File: config.mk
export PLATFORM = sky130hd
export DESIGN_NAME = regwrite_queue_flat
export DESIGN_NICKNAME = d
export VERILOG_FILES = /design/src/rtl/regwrite_queue_if.sv /design/src/rtl/regwrite_queue.sv /design/src/flat_wrapper.sv
export SDC_FILE = /design/constraint.sdc
export NUM_CORES = 1
export LEC_CHECK = 0
export ABC_CLOCK_PERIOD_IN_PS = 2700
export BUFFER_PORTS_ARGS = -buffer_cell sky130_fd_sc_hd__buf_2
export CAP_MARGIN = 20
export CORE_UTILIZATION = 30
export DETAILED_ROUTE_END_ITERATION = 8
export GPL_TIMING_DRIVEN = 0
export MAX_ROUTING_LAYER = met4
export RECOVER_POWER = 25
export SYNTH_ARGS = -nofsm -noshare
export SYNTH_HDL_FRONTEND = slang
export SYNTH_SLANG_ARGS = --single-unit
File: constraint.sdc
create_clock -name clock -period 2.7 [get_ports clock]
set_input_delay 0.27 -clock clock [delete_from_list [all_inputs] [get_ports clock]]
set_output_delay 0.27 -clock clock [all_outputs]
set_load 0.05 [all_outputs]
File: src/rtl/regwrite_queue_if.sv
// Bundle of producer handshake, register-file drain port and forwarding lookups
// for the register write queue.
//
// Handshake: a write moves from producer to queue exactly when inValid and
// inReady are both high at a rising clock edge; inReady never depends on
// inValid, and the producer holds inRegister/inData stable while inValid is high.
interface regwrite_queue_if #(
  parameter int DEPTH  = 4,
  parameter int ADDR_W = 4,
  parameter int DATA_W = 32
);
  logic                     inValid;
  logic                     inReady;
  logic [ADDR_W-1:0]        inRegister;
  logic [DATA_W-1:0]        inData;
  logic                     drainEnable;
  logic                     regWrite;
  logic [ADDR_W-1:0]        writeRegister;
  logic [DATA_W-1:0]        writeData;
  logic [ADDR_W-1:0]        readRegister1;
  logic [ADDR_W-1:0]        readRegister2;
  logic                     fwdHit1;
  logic                     fwdHit2;
  logic [DATA_W-1:0]        fwdData1;
  logic [DATA_W-1:0]        fwdData2;
  logic [$clog2(DEPTH):0]   count;

  // Producer / register-file side of the queue.
  modport master (
    output inValid, inRegister, inData, drainEnable, readRegister1, readRegister2,
    input  inReady, regWrite, writeRegister, writeData,
           fwdHit1, fwdHit2, fwdData1, fwdData2, count
  );

  // The queue itself.
  modport slave (
    input  inValid, inRegister, inData, drainEnable, readRegister1, readRegister2,
    output inReady, regWrite, writeRegister, writeData,
           fwdHit1, fwdHit2, fwdData1, fwdData2, count
  );
endinterface

File: src/rtl/regwrite_queue.sv
// Register write queue: buffers writeback results in a circular FIFO, issues at
// most one register-file write per cycle, drops writes to r0 and forwards the
// youngest queued value for each read lookup.
module regwrite_queue #(
  parameter int DEPTH  = 4,
  parameter int ADDR_W = 4,
  parameter int DATA_W = 32
) (
  input logic              clock,
  input logic              reset,
  regwrite_queue_if.slave  bus
);
  localparam int PTR_W = $clog2(DEPTH);
  localparam int CNT_W = PTR_W + 1;

  logic [ADDR_W-1:0] entryAddr [DEPTH];
  logic [DATA_W-1:0] entryData [DEPTH];
  logic [PTR_W-1:0]  headPtr;
  logic [PTR_W-1:0]  tailPtr;
  logic [CNT_W-1:0]  countReg;

  logic notFull;
  logic notEmpty;
  logic pushStore;
  logic popHead;

  // Full queue never accepts, even when it drains on the same edge; r0 writes
  // complete the handshake but are never stored.
  always_comb begin
    notFull   = (countReg != CNT_W'(DEPTH));
    notEmpty  = (countReg != '0);
    pushStore = bus.inValid && notFull && (bus.inRegister != '0);
    popHead   = notEmpty && bus.drainEnable;
  end

  assign bus.inReady  = notFull;
  assign bus.regWrite = popHead;
  assign bus.count    = countReg;

  // Drain port shows the head entry whenever the queue holds anything.
  always_comb begin
    bus.writeRegister = '0;
    bus.writeData     = '0;
    if (notEmpty) begin
      bus.writeRegister = entryAddr[headPtr];
      bus.writeData     = entryData[headPtr];
    end
  end

  // Pointer and occupancy update; reset wins over any same-edge push or pop.
  always_ff @(posedge clock) begin
    if (reset) begin
      headPtr  <= '0;
      tailPtr  <= '0;
      countReg <= '0;
    end else begin
      if (pushStore) tailPtr <= tailPtr + 1'b1;
      if (popHead)   headPtr <= headPtr + 1'b1;
      countReg <= countReg + CNT_W'(pushStore) - CNT_W'(popHead);
    end
  end

  // Entry storage; contents beyond count are don't-care so no reset is needed.
  always_ff @(posedge clock) begin
    if (!reset && pushStore) begin
      entryAddr[tailPtr] <= bus.inRegister;
      entryData[tailPtr] <= bus.inData;
    end
  end

  // Forwarding: walk entries oldest to youngest so the youngest match is kept.
  // The head being drained this cycle still counts; the offered input does not.
  always_comb begin
    logic [PTR_W-1:0] slot;
    slot         = '0;
    bus.fwdHit1  = 1'b0;
    bus.fwdHit2  = 1'b0;
    bus.fwdData1 = '0;
    bus.fwdData2 = '0;
    for (int k = 0; k < DEPTH; k++) begin
      slot = headPtr + PTR_W'(k);
      if (CNT_W'(k) < countReg) begin
        if (bus.readRegister1 != '0 && entryAddr[slot] == bus.readRegister1) begin
          bus.fwdHit1  = 1'b1;
          bus.fwdData1 = entryData[slot];
        end
        if (bus.readRegister2 != '0 && entryAddr[slot] == bus.readRegister2) begin
          bus.fwdHit2  = 1'b1;
          bus.fwdData2 = entryData[slot];
        end
      end
    end
  end
endmodule

File: src/flat_wrapper.sv
// flat-port wrapper written by rule: the top's interface ports become plain ports
module regwrite_queue_flat 
#(
  parameter int DEPTH  = 4,
  parameter int ADDR_W = 4,
  parameter int DATA_W = 32
)
  (clock, reset, bus_inValid, bus_inRegister, bus_inData, bus_drainEnable, bus_readRegister1, bus_readRegister2, bus_inReady, bus_regWrite, bus_writeRegister, bus_writeData, bus_fwdHit1, bus_fwdHit2, bus_fwdData1, bus_fwdData2, bus_count);
  regwrite_queue_if #(.DEPTH(DEPTH), .ADDR_W(ADDR_W), .DATA_W(DATA_W)) bus_i ();
  input logic clock;
  input logic reset;
  input wire logic [$bits(bus_i.inValid)-1:0] bus_inValid;
  input wire logic [$bits(bus_i.inRegister)-1:0] bus_inRegister;
  input wire logic [$bits(bus_i.inData)-1:0] bus_inData;
  input wire logic [$bits(bus_i.drainEnable)-1:0] bus_drainEnable;
  input wire logic [$bits(bus_i.readRegister1)-1:0] bus_readRegister1;
  input wire logic [$bits(bus_i.readRegister2)-1:0] bus_readRegister2;
  output wire logic [$bits(bus_i.inReady)-1:0] bus_inReady;
  output wire logic [$bits(bus_i.regWrite)-1:0] bus_regWrite;
  output wire logic [$bits(bus_i.writeRegister)-1:0] bus_writeRegister;
  output wire logic [$bits(bus_i.writeData)-1:0] bus_writeData;
  output wire logic [$bits(bus_i.fwdHit1)-1:0] bus_fwdHit1;
  output wire logic [$bits(bus_i.fwdHit2)-1:0] bus_fwdHit2;
  output wire logic [$bits(bus_i.fwdData1)-1:0] bus_fwdData1;
  output wire logic [$bits(bus_i.fwdData2)-1:0] bus_fwdData2;
  output wire logic [$bits(bus_i.count)-1:0] bus_count;
  assign bus_i.inValid = bus_inValid;
  assign bus_i.inRegister = bus_inRegister;
  assign bus_i.inData = bus_inData;
  assign bus_i.drainEnable = bus_drainEnable;
  assign bus_i.readRegister1 = bus_readRegister1;
  assign bus_i.readRegister2 = bus_readRegister2;
  assign bus_inReady = bus_i.inReady;
  assign bus_regWrite = bus_i.regWrite;
  assign bus_writeRegister = bus_i.writeRegister;
  assign bus_writeData = bus_i.writeData;
  assign bus_fwdHit1 = bus_i.fwdHit1;
  assign bus_fwdHit2 = bus_i.fwdHit2;
  assign bus_fwdData1 = bus_i.fwdData1;
  assign bus_fwdData2 = bus_i.fwdData2;
  assign bus_count = bus_i.count;
  regwrite_queue #(.DEPTH(DEPTH), .ADDR_W(ADDR_W), .DATA_W(DATA_W)) u_core (.clock(clock), .reset(reset), .bus(bus_i));
endmodule
# Yosys cells after proc, flatten, opt, wreduce, memory -nomap -nowiden
# Memory sizes are Yosys's and may differ from the RTL's. A register that Yosys moved wholly into a read port is not among the register bits.
# Cells that the tools add are included.
# op_classes
n_addsub	6
order_cmp	4
n_eq_ne	9
mux	40
reduce_logical	17
# op_table
operator	n
2-to-1 mux 32 bit	17
== test 4 bit	8
2-to-1 mux 1 bit	18
logical AND 1 bit	12
nonzero test 4 bit	3
2-to-1 mux 2 bit	4
less-than comparator 1 x 3 -> 1 bit, first input constant	2
less-than comparator 2 x 3 -> 1 bit, first input constant	2
adder 2 x 1 -> 2 bit, second input constant	2
adder 2 bit, second input constant	2
2-to-1 mux 4 bit	1
adder 3 x 1 -> 3 bit	1
!= test 3 bit, second input constant	1
nonzero test 3 bit	1
subtractor 3 x 1 -> 3 bit	1
zero test 1 bit	1
# word_totals
register_bits	7
ram_bits	144
output_inout_bits	107
word_cells	81
memories	2
# mem_list
memory	words	width	read_ports	rd_clocked_by_memory_dff	write_ports	line_no	rtl
u_core.entryData	4	32	4	1	1	regwrite_queue.sv:17	logic [DATA_W-1:0] entryData [DEPTH];
u_core.entryAddr	4	4	4	1	1	regwrite_queue.sv:16	logic [ADDR_W-1:0] entryAddr [DEPTH];

# Depth between registers and ports, before layout
# Gate-level depths: netlist of run 1.
# depth
ltp_word	10
mapped_depth	10
depth_no_buf	9

# Worst setup path after synthesis of run 1
# OpenSTA, ideal clock, no wires.
# synth_timing
kind	reg-to-output
startpoint	register u_core.headPtr[0]
endpoint	output bus_fwdData2[31]
t_arrival_ns	3.227
setup_slack_ns	-0.797
path_stages_with_launch	9
path_buffers	2
path_cell_list	dfxtp_1 buf_6 mux4_2 xnor2_1 and3_1 a211oi_2 buf_2 a221oi_1 o31ai_1
# synth_via
elab_chain_cells	10
word_cells_on_any_way	17
cone_classes	3 x add/sub; 3 x eq/ne; 6 x mux; 3 x reduce/logical; 2 x memory
# synth_rtl
item	line_no	rtl
from (decl)	regwrite_queue.sv:18	logic [PTR_W-1:0] headPtr;
from (signal assigned)	regwrite_queue.sv:58	if (popHead) headPtr <= headPtr + 1'b1;
adder 2 x 1 -> 2 bit	regwrite_queue.sv:81	slot = headPtr + PTR_W'(k);
memory (4 x 4 bit)	n/a	
== test 4 bit	regwrite_queue.sv:87	if (bus.readRegister2 != '0 && entryAddr[slot] == bus.readRegister2) begin
logical AND 1 bit	regwrite_queue.sv:87	
2-to-1 mux 32 bit	regwrite_queue.sv:87	
2-to-1 mux 32 bit	regwrite_queue.sv:82	if (CNT_W'(k) < countReg) begin
2-to-1 mux 32 bit	regwrite_queue.sv:87	
2-to-1 mux 32 bit	regwrite_queue.sv:82	
2-to-1 mux 32 bit	regwrite_queue.sv:87	
2-to-1 mux 32 bit (*)	regwrite_queue.sv:82	
to (decl)	flat_wrapper.sv:25	output wire logic [$bits(bus_i.fwdData2)-1:0] bus_fwdData2;
# Every way passes the cells marked *; elsewhere a longest branch is shown, timed or not.

# Worst setup path in the final report of run 1
# layout_timing
startpoint	register u_core.headPtr[1]
endpoint	output bus_fwdData1[26]
# layout_via
elab_chain_cells	10
word_cells_on_any_way	17
cone_classes	3 x add/sub; 3 x eq/ne; 6 x mux; 3 x reduce/logical; 2 x memory
# layout_rtl
item	line_no	rtl
adder 2 x 1 -> 2 bit	regwrite_queue.sv:81	
memory (4 x 4 bit)	n/a	
== test 4 bit	regwrite_queue.sv:83	if (bus.readRegister1 != '0 && entryAddr[slot] == bus.readRegister1) begin
logical AND 1 bit	regwrite_queue.sv:83	
2-to-1 mux 32 bit	regwrite_queue.sv:83	
2-to-1 mux 32 bit	regwrite_queue.sv:82	
2-to-1 mux 32 bit	regwrite_queue.sv:83	
2-to-1 mux 32 bit	regwrite_queue.sv:82	
2-to-1 mux 32 bit	regwrite_queue.sv:83	
2-to-1 mux 32 bit (*)	regwrite_queue.sv:82	
to (decl)	flat_wrapper.sv:24	output wire logic [$bits(bus_i.fwdData1)-1:0] bus_fwdData1;
# Marks and branches as above.

==> results of run 1 <==
## cell type report
type	count	area (um2)
well taps	511	639
clock inverters	14	164
flip-flops and latches	153	4510
plain buffers	98	846
multi-input cells	743	7160
fillers	3613	22100
diodes	2	5.00
inverters	9	33.8
repair buffers	192	1750
clock buffers	18	429
## path summary, 6_finish.rpt
path                                                 to  slack [ns]  depth (start not counted)
worst max-delay path                   bus_fwdData1[26]       -0.70                         11
worst min-delay path            u_core.entryData[0][31]        0.05                          1
worst max register to register  u_core.entryData[3][12]        0.45                          5
worst min register to register        u_core.tailPtr[1]        0.57                          2
## per-stage QoR
stage          instance area [um2]  std cells  total power [mW]   util
2_1_floorplan                11900       1006              8.54      -
3_3_place_gp                 13300       1663              10.4  0.353
3_5_place_dp                 13400       1668              10.5  0.356
4_1_cts                      15100       1726              13.7  0.402
5_1_grt                      15500       1740              14.6  0.413
6_report                     15500       1740              14.0  0.413
## registers in the layout (all words and copies together), names as in the netlist, named ones only
name              cells
u_core.entryData    128
u_core.entryAddr     16
u_core.bus.count      3
u_core.headPtr        2
u_core.tailPtr        2
## cells in the final DEF (no fill, tap or decap), types with 11 or more instances in the layout
cell | synthesis | final
edfxtp_1 | 144 | 144
mux2i_1 | 132 | 130
nor2_1 | 105 | 105
buf_6 | 10 | 72
buf_2 | 40 | 70
a21oi_1 | 65 | 61
mux4_2 | 52 | 52
buf_4 | 1 | 50
nand2_1 | 42 | 41
nor2b_1 | 39 | 38
clkbuf_1 | 35 | 35
nand3_1 | 35 | 33
a221oi_4 | 1 | 32
mux2_2 | 30 | 30
a221o_1 | 30 | 30
o21ai_0 | 30 | 28
a211oi_1 | 33 | 28
clkbuf_16 | 0 | 22
buf_8 | 0 | 19
a22o_4 | 0 | 18
xnor2_1 | 20 | 17
buf_12 | 4 | 15
a22o_2 | 0 | 11
## what timing repair did
action / 4_1_cts / 5_1_grt
gates resized for setup: 280 / 57
cloned: 4 / 5
pin swaps: 46 / 44
setup endpoints to repair: 101 / 71
setup buffers: 24 / 8
hold buffers: 0 / 0
## worst max-delay path, cell delays in order, from the launching register on
cell,delay [ns]
dfxtp_2,0.33
buf_8,0.14
buf_12,0.13
mux4_2,0.55
xor2_1,0.21
nor2_1,0.09
and2_1,0.18
buf_6,0.15
buf_6,0.15
a211oi_1,0.42
a211oi_4,0.16
buf_6,0.18
## per-layer routing
| layer | global-route usage | vias up |
|---|---|---|
| met3 | 0.0338 | 87 |
| met1 | 0.283 | 4998 |
| met5 | - | - |
| met2 | 0.336 | 540 |
| li1 | - | 4348 |
| met4 | 0.0893 | 0 |
## power groups by stage
stage	registers, mW	clock network, mW	logic [mW]
floorplan	2.97	0	5.57
global placement	2.95	0	7.47
detailed placement	2.95	0	7.55
CTS	2.90	2.49	8.31
global route	2.92	2.58	9.06
finish	2.90	2.48	8.64
## cells by family after synthesis
group | count (synthesis) | share of synthesized area
AOI/OAI and AO/OA | 234 | 0.166
and+or+nand+nor | 252 | 0.104
DFF | 153 | 0.393
adders and majority gates | 9 | 0.0105
buffers and inverters | 110 | 0.0529
xor gates and xnor gates | 32 | 0.0244
muxes | 216 | 0.249
==> metrics.md, run 1 <==
| Metric | Value |
|---|---|
| Status | finished with violations |
| Failing checks | negative setup slack |
| Synthesized netlist cell count | around 1,000 |
| Site row count | 71 |
| # IOs | 155 |
| Post-route setup slack | -0.696 ns |
| Comb power frac | 0.616 |
| Final WL | 42,000 um |
| Initial antenna violation count | 2 |
| Pwr Density | 903 mW/mm2 |
| Pre-CTS setup slack | -0.811 ns |
| Slew Limit Headroom | 0.523 |
| Critical Path Source | u_core.headPtr[1] |
| Die Ht | 197 um |
| Max Clock Freq | 294 MHz |
| Final count of negative-setup-slack endpoints | 66 |
| Worst-path maximum fanout | 10 |
| First-pass DRT Iterations | 7 |
| Number of synthesis warnings | 0 |
| Total grt overflow | 0 |
| CP required | 2.43 ns |
| Sequential share of power | 0.207 |
| Classification of the worst-slack hold path | input pin to flip-flop |
| Number of synthesized flops with an enable pin | 144 |
| Worst IR Drop VDD | 0.624 mV |
| Initial DRC count | 1,201 |
| Switch Pwr | 6.79 mW |
| Net count of the mapped netlist | 1,063 |
| FFs w/ async S/R, synth | 0 |
| Gr usage total | 0.217 |
| CTS buffer count | 17 |
| Post-synthesis area per instance | roughly 11 um2 |
| CTS max path bufs | 2 |
| Detail Route Antenna Nets | 0 |
| Setup TNS | -42.44 ns |
| Final RePlAce weighted congestion | just over 0.9 |
| Hold slack | approximately 0.053 ns |
| Synth area leader | edfxtp_1 |
| Ratio of cells with drive above 1 in the final layout | 0.394 |
| Clk_lat worst skew | ~0.44 ns |
| Synth cell types | 56 |
| Arrival time worst endpoint | 3.13 ns |
| Synthesized flop and latch total | 153 |
| Top cell type's share of synthesized area | 0.377 |
| Clock Skew | 0.00925 ns |
| Critical path startpoint category | flip-flop |
| Buffers on Ports | ~150 |
| LEAKAGE | 5.16 nW |
| Vias in the first global route | slightly below 10,000 |
| Mapped Area | 0.0115 mm2 |
| Synth-to-layout area growth | 35.6% |
| Internal | 7.24 mW |
| Top post-synthesis cells by count | edfxtp_1 (144), mux2i_1 (132), nor2_1 (105) |
| Top-count cell post-synth | edfxtp_1 |
| Top Metal Used | met4 |
| DP HPWL | just under 30,000 um |
| Die W | 197 um |
| Met3 routed WL | 3340 um |
| CTS tree | yes |
| Core area | about 0.038 mm2 |
| Max-slew violation count | 0 |
| Hold Path Origin | bus_inData[31] |
| Clock transition at the registers of the reported paths | 0.06 ns |
| CTS H-tree lvls | 4 |
| WL met1 | 17,600 um |
| Period utilization | 1.26 |
| DR WL met2 | 19,700 um |
| Clk root buf | clkbuf_16 |
| Initial Utilization | 0.304 |
| Routed WL per cell | roughly 24 um |
| Worst slew pin tran | approximately 0.71 ns |
| Hold Fails Final Rpt | 0 |
| Vias | 9,973 |
| Vias per inst | 5.73 |
| Synth Flop Type | edfxtp_1 |
| Global-route wire length before repair | 61,500 um |
| RSZ-0062 raised after global routing | yes |
| Max-cap violations | 0 |
| Critical register-to-register path startpoint | u_core.bus.count[1] |
| Sequential area share after synthesis | 0.393 |
| Synth top area cells | edfxtp_1 (38%), mux2i_1 (12%), mux4_2 (10%) |
| Die Footprint | roughly 0.039 mm2 |
| Switching Share | 0.484 |
| Worst Setup End Kind | output port |
| Clk sink count | 153 |
| Nets | 1,271 |
| DRC errors left | 0 |
| Largest net degree at the start of global routing | 24 |
| Final worst path period need | 3.40 ns |
| Setup CP Type | flip-flop to output port |
| Clk network pwr share | 0.177 |
No activity file was read; power rests on OpenSTA's default activity.
==> run 2, diff against run 1 <==
Settings changed: ABC_AREA from default to 1, BUFFER_PORTS_ARGS -buffer_cell sky130_fd_sc_hd__buf_2 to default, DONT_BUFFER_PORTS from default to 1, GPL_TIMING_DRIVEN 0 to default.
==> run 2 against run 1 <==
  * The run still ends with negative setup slack left
  * First-iteration DRC count grew 50%
  * Area after synthesis grew 4.8%
  * Setup slack gained 0.47 ns
  * Clock-buffer cell count grew 6
  * Final area grew 8.5%
  * Power grew 24%
  * Via count grew 40%
  * Register-to-register slack is essentially flat
  * Core utilization grew 1.9 points
  * Hold slack gained 0.040 ns
  * Routed wire length grew 22%
  * Clock power shrank 2%
  * Critical path type unchanged
==> metrics.md, run 2 <==
| Metric | Value |
|---|---|
| Final worst path period need | 2.92 ns |
| Arrival time worst endpoint | 2.65 ns |
| CTS H-tree lvls | 4 |
| CTS tree | yes |
| Clk root buf | clkbuf_16 |
| Core area | between 0.03 and 0.04 mm2 |
| DRC errors left | 0 |
| Filler cell count | a little under 4,000 |
| Hold path endpoint | u_core.headPtr[1] |
| DP HPWL | 31,000 um |
| Final count of negative-setup-slack endpoints | 66 |
| Worst IR Drop VDD | 0.871 mV |
| Die W | 202 um |
| Failing checks | negative setup slack |
| Setup CP Type | flip-flop to output port |
| Max-slew violation count | 0 |
| GR Layer Usage met3 | 0.0482 |
| Initial DRC count | between 1,500 and 2,000 |
| R2R Path End | u_core.entryData[3][13] |
| Final RePlAce weighted congestion | 0.953 |
| Hold path depth | 3 |
| Vias in the first global route | 13,000 |
| Clk sink count | between 150 and 200 |
| Classification of the worst-slack hold path | input pin to flip-flop |
| Post-route setup slack | -0.224 ns |
| Detail Route Antenna Nets | 0 |
| Number of synthesis warnings | 0 |
| Most frequent cells in the layout | nand2_1 (467), nor2_1 (233), inv_1 (169) |
| Net count of the mapped netlist | 1,857 |
| Status | finished with violations |
| Synth cell types | 33 |
| FFs w/ async S/R, synth | 0 |
| Synthesized netlist cell count | 1,800 |
| Reg2reg setup slack | 0.46 ns |
| Period utilization | 1.08 |
| Routed WL per cell | 20.8 um |
| Die Ht | 202 um |
| Clock Skew | 0.00832 ns |
| Max-cap violations | 0 |
| # IOs | 155 |
| Sequential area share after synthesis | 0.375 |
| Max Clock Freq | approximately 340 MHz |
| Total grt overflow | 0 |
| Synth area leader | edfxtp_1 |
| RSZ-0062 raised after global routing | yes |
| Initial antenna violation count | 0 |
| Die Footprint | 0.0409 mm2 |
| Grt met1 use | 0.317 |
| Synthesized flop and latch total | 153 |
| Pwr Density | slightly above 1000 mW/mm2 |
| Largest register FFs | 128 |
| Clock transition at the registers of the reported paths | 0.07 ns |
| Critical register-to-register path startpoint | u_core.bus.count[2] |
| CP required | roughly 2.4 ns |
| Mapped Area | 0.0120 mm2 |
| Nets | 1,995 |
| Site row count | 72 |
| Top post-synthesis cells by count | nand2_1 (568), nor2_1 (267), inv_1 (172) |
| Vias per inst | 5.64 |
| Path depth of the worst reg2reg path | 7 |
| Worst slew pin tran | around 0.63 ns |
| Hold Path Origin | reset |
| Gr usage total | 0.248 |
| Overall Power | 17.4 mW |
| LEAKAGE | 7.16 nW |
| Hold Fails Final Rpt | 0 |
| Number of synthesized flops with an enable pin | 144 |
| Top-count cell post-synth | nand2_1 |
| Grt met2 use | 0.385 |
| Final WL | 51,300 um |
| Initial Utilization | 0.307 |
| Slew Limit Headroom | 0.583 |
| Clk_lat worst skew | 0.44 ns |
| Buffers on Ports | 0 |
| Vias | 13,900 |
| CTS max path bufs | 2 |
| Global-route wire length before repair | 75,700 um |
| Most flops, register | u_core.entryData |
| Worst-path maximum fanout | 17 |
| Critical path startpoint category | flip-flop |
| Post-synthesis area per instance | 6.68 um2 |
| Largest net degree at the start of global routing | 61 |
| Hold slack | 0.0933 ns |
| Final instance area | 0.0169 mm2 |
| First-pass DRT Iterations | 8 |
| Ratio of cells with drive above 1 in the final layout | 0.213 |
| CTS buffer count | 17 |
| Synth-to-layout area growth | 40.4% |
| Top cell type's share of synthesized area | 0.360 |
| DP Area | approximately 0.014 mm2 |
| Synth Flop Type | edfxtp_1 |
| Commonest non-fill, non-tap cell in the layout | nand2_1 |
| Worst Setup End Kind | output port |
| Grt peak-use layer | met2 |
| Synth top area cells | edfxtp_1 (36%), nand2_1 (18%), nor2_1 (8.3%) |
## run 2: cell types whose count changed in the layout (fill, tap and decap cells not counted), moves of 52 or more
cell     delta
buf_2      -70
buf_12     +80
nand3_1   +123
nor2_1    +128
mux4_2     -52
a21oi_1    -55
inv_1     +160
buf_6      -57
o21ai_0    +98
nand2_2    +90
mux2i_1   -130
nand4_1    +63
nand2_1   +426
## run 2: kinds of logic after synthesis
family | synth area share
buf+inv | 0.106
simple gates | 0.373
compound gates | 0.133
flops | 0.375
fa+ha+maj | 0.0100
xor+xnor | 0.00292
## run 2: layout make-up
type	instances	area, um2	share of cell area
flip-flops and latches	153	4510	0.268
clock buffers	24	547	0.0324
inverters	175	662	0.0392
well taps	518	648	0.0384
repair buffers	248	3530	0.209
multi-input cells	1343	6910	0.410
clock inverters	8	53.8	0.00319
diodes	1	2.50	0.000148
## run 2: repair_timing
| item | 4_1_cts | 5_1_grt |
|---|---|---|
| hold buffers | 37 | 0 |
| cloned | 10 | 10 |
| gates resized for setup | 110 | 107 |
| hold endpoints to repair | 147 | 0 |
| pin swaps | 19 | 60 |
| endpoints found under the setup margin | 66 | 68 |
| buffers inserted | 17 | 10 |
## run 2: layer usage
metal	part of all wire	vias to the layer above
met5	0	-
met4	0.035	0
met3	0.11	180
met2	0.45	1012
met1	0.40	6439
li1	-	6289
## run 2: worst max-delay path: stages (launching register included)
cell and delay [ns]:
dfxtp_4 0.45, buf_6 0.17, nand2_8 0.07, nand2_8 0.11, buf_6 0.10, nand2_1 0.06, nand3_1 0.09, nand2_2 0.07
nor2_4 0.15, buf_4 0.15, buf_8 0.19, nand4_1 0.15, nand3_2 0.11, nand2_1 0.07, nand2_2 0.11, buf_12 0.14
## run 2: where the power goes
part           total [mW]  switching, mW  internal (mW)
clock                2.43           1.01           1.42
sequential           2.87          0.106           2.76
combinational        12.1           8.04           4.03
total                17.4           9.15           8.22
## run 2: worst max path at each step
stage                         from                     end  slack [ns]  cells after the start
6_report         u_core.headPtr[0]        bus_fwdData1[26]       -0.22                     15
2_1_floorplan  u_core.bus.count[0]  u_core.entryAddr[0][0]       -0.37                      6
3_5_place_dp     u_core.headPtr[0]         bus_fwdData1[7]        0.06                     14
3_3_place_gp     u_core.headPtr[0]        bus_fwdData1[15]        0.08                     15
5_1_grt          u_core.headPtr[0]        bus_fwdData2[31]       -0.37                     14
4_1_cts          u_core.headPtr[0]        bus_fwdData2[29]       -0.21                     14
## run 2: stage by stage
stage	TNS (ns)	util	setup WS (ns)	instances
finish	-11.52	0.431	-0.224	2470
global route	-20.54	0.431	-0.367	2469
CTS	-10.51	0.415	-0.212	2454
detailed placement	0	0.371	0.0611	2358
global placement	0	0.371	0.0834	2358
floorplan	-53.61	-	-0.372	1800
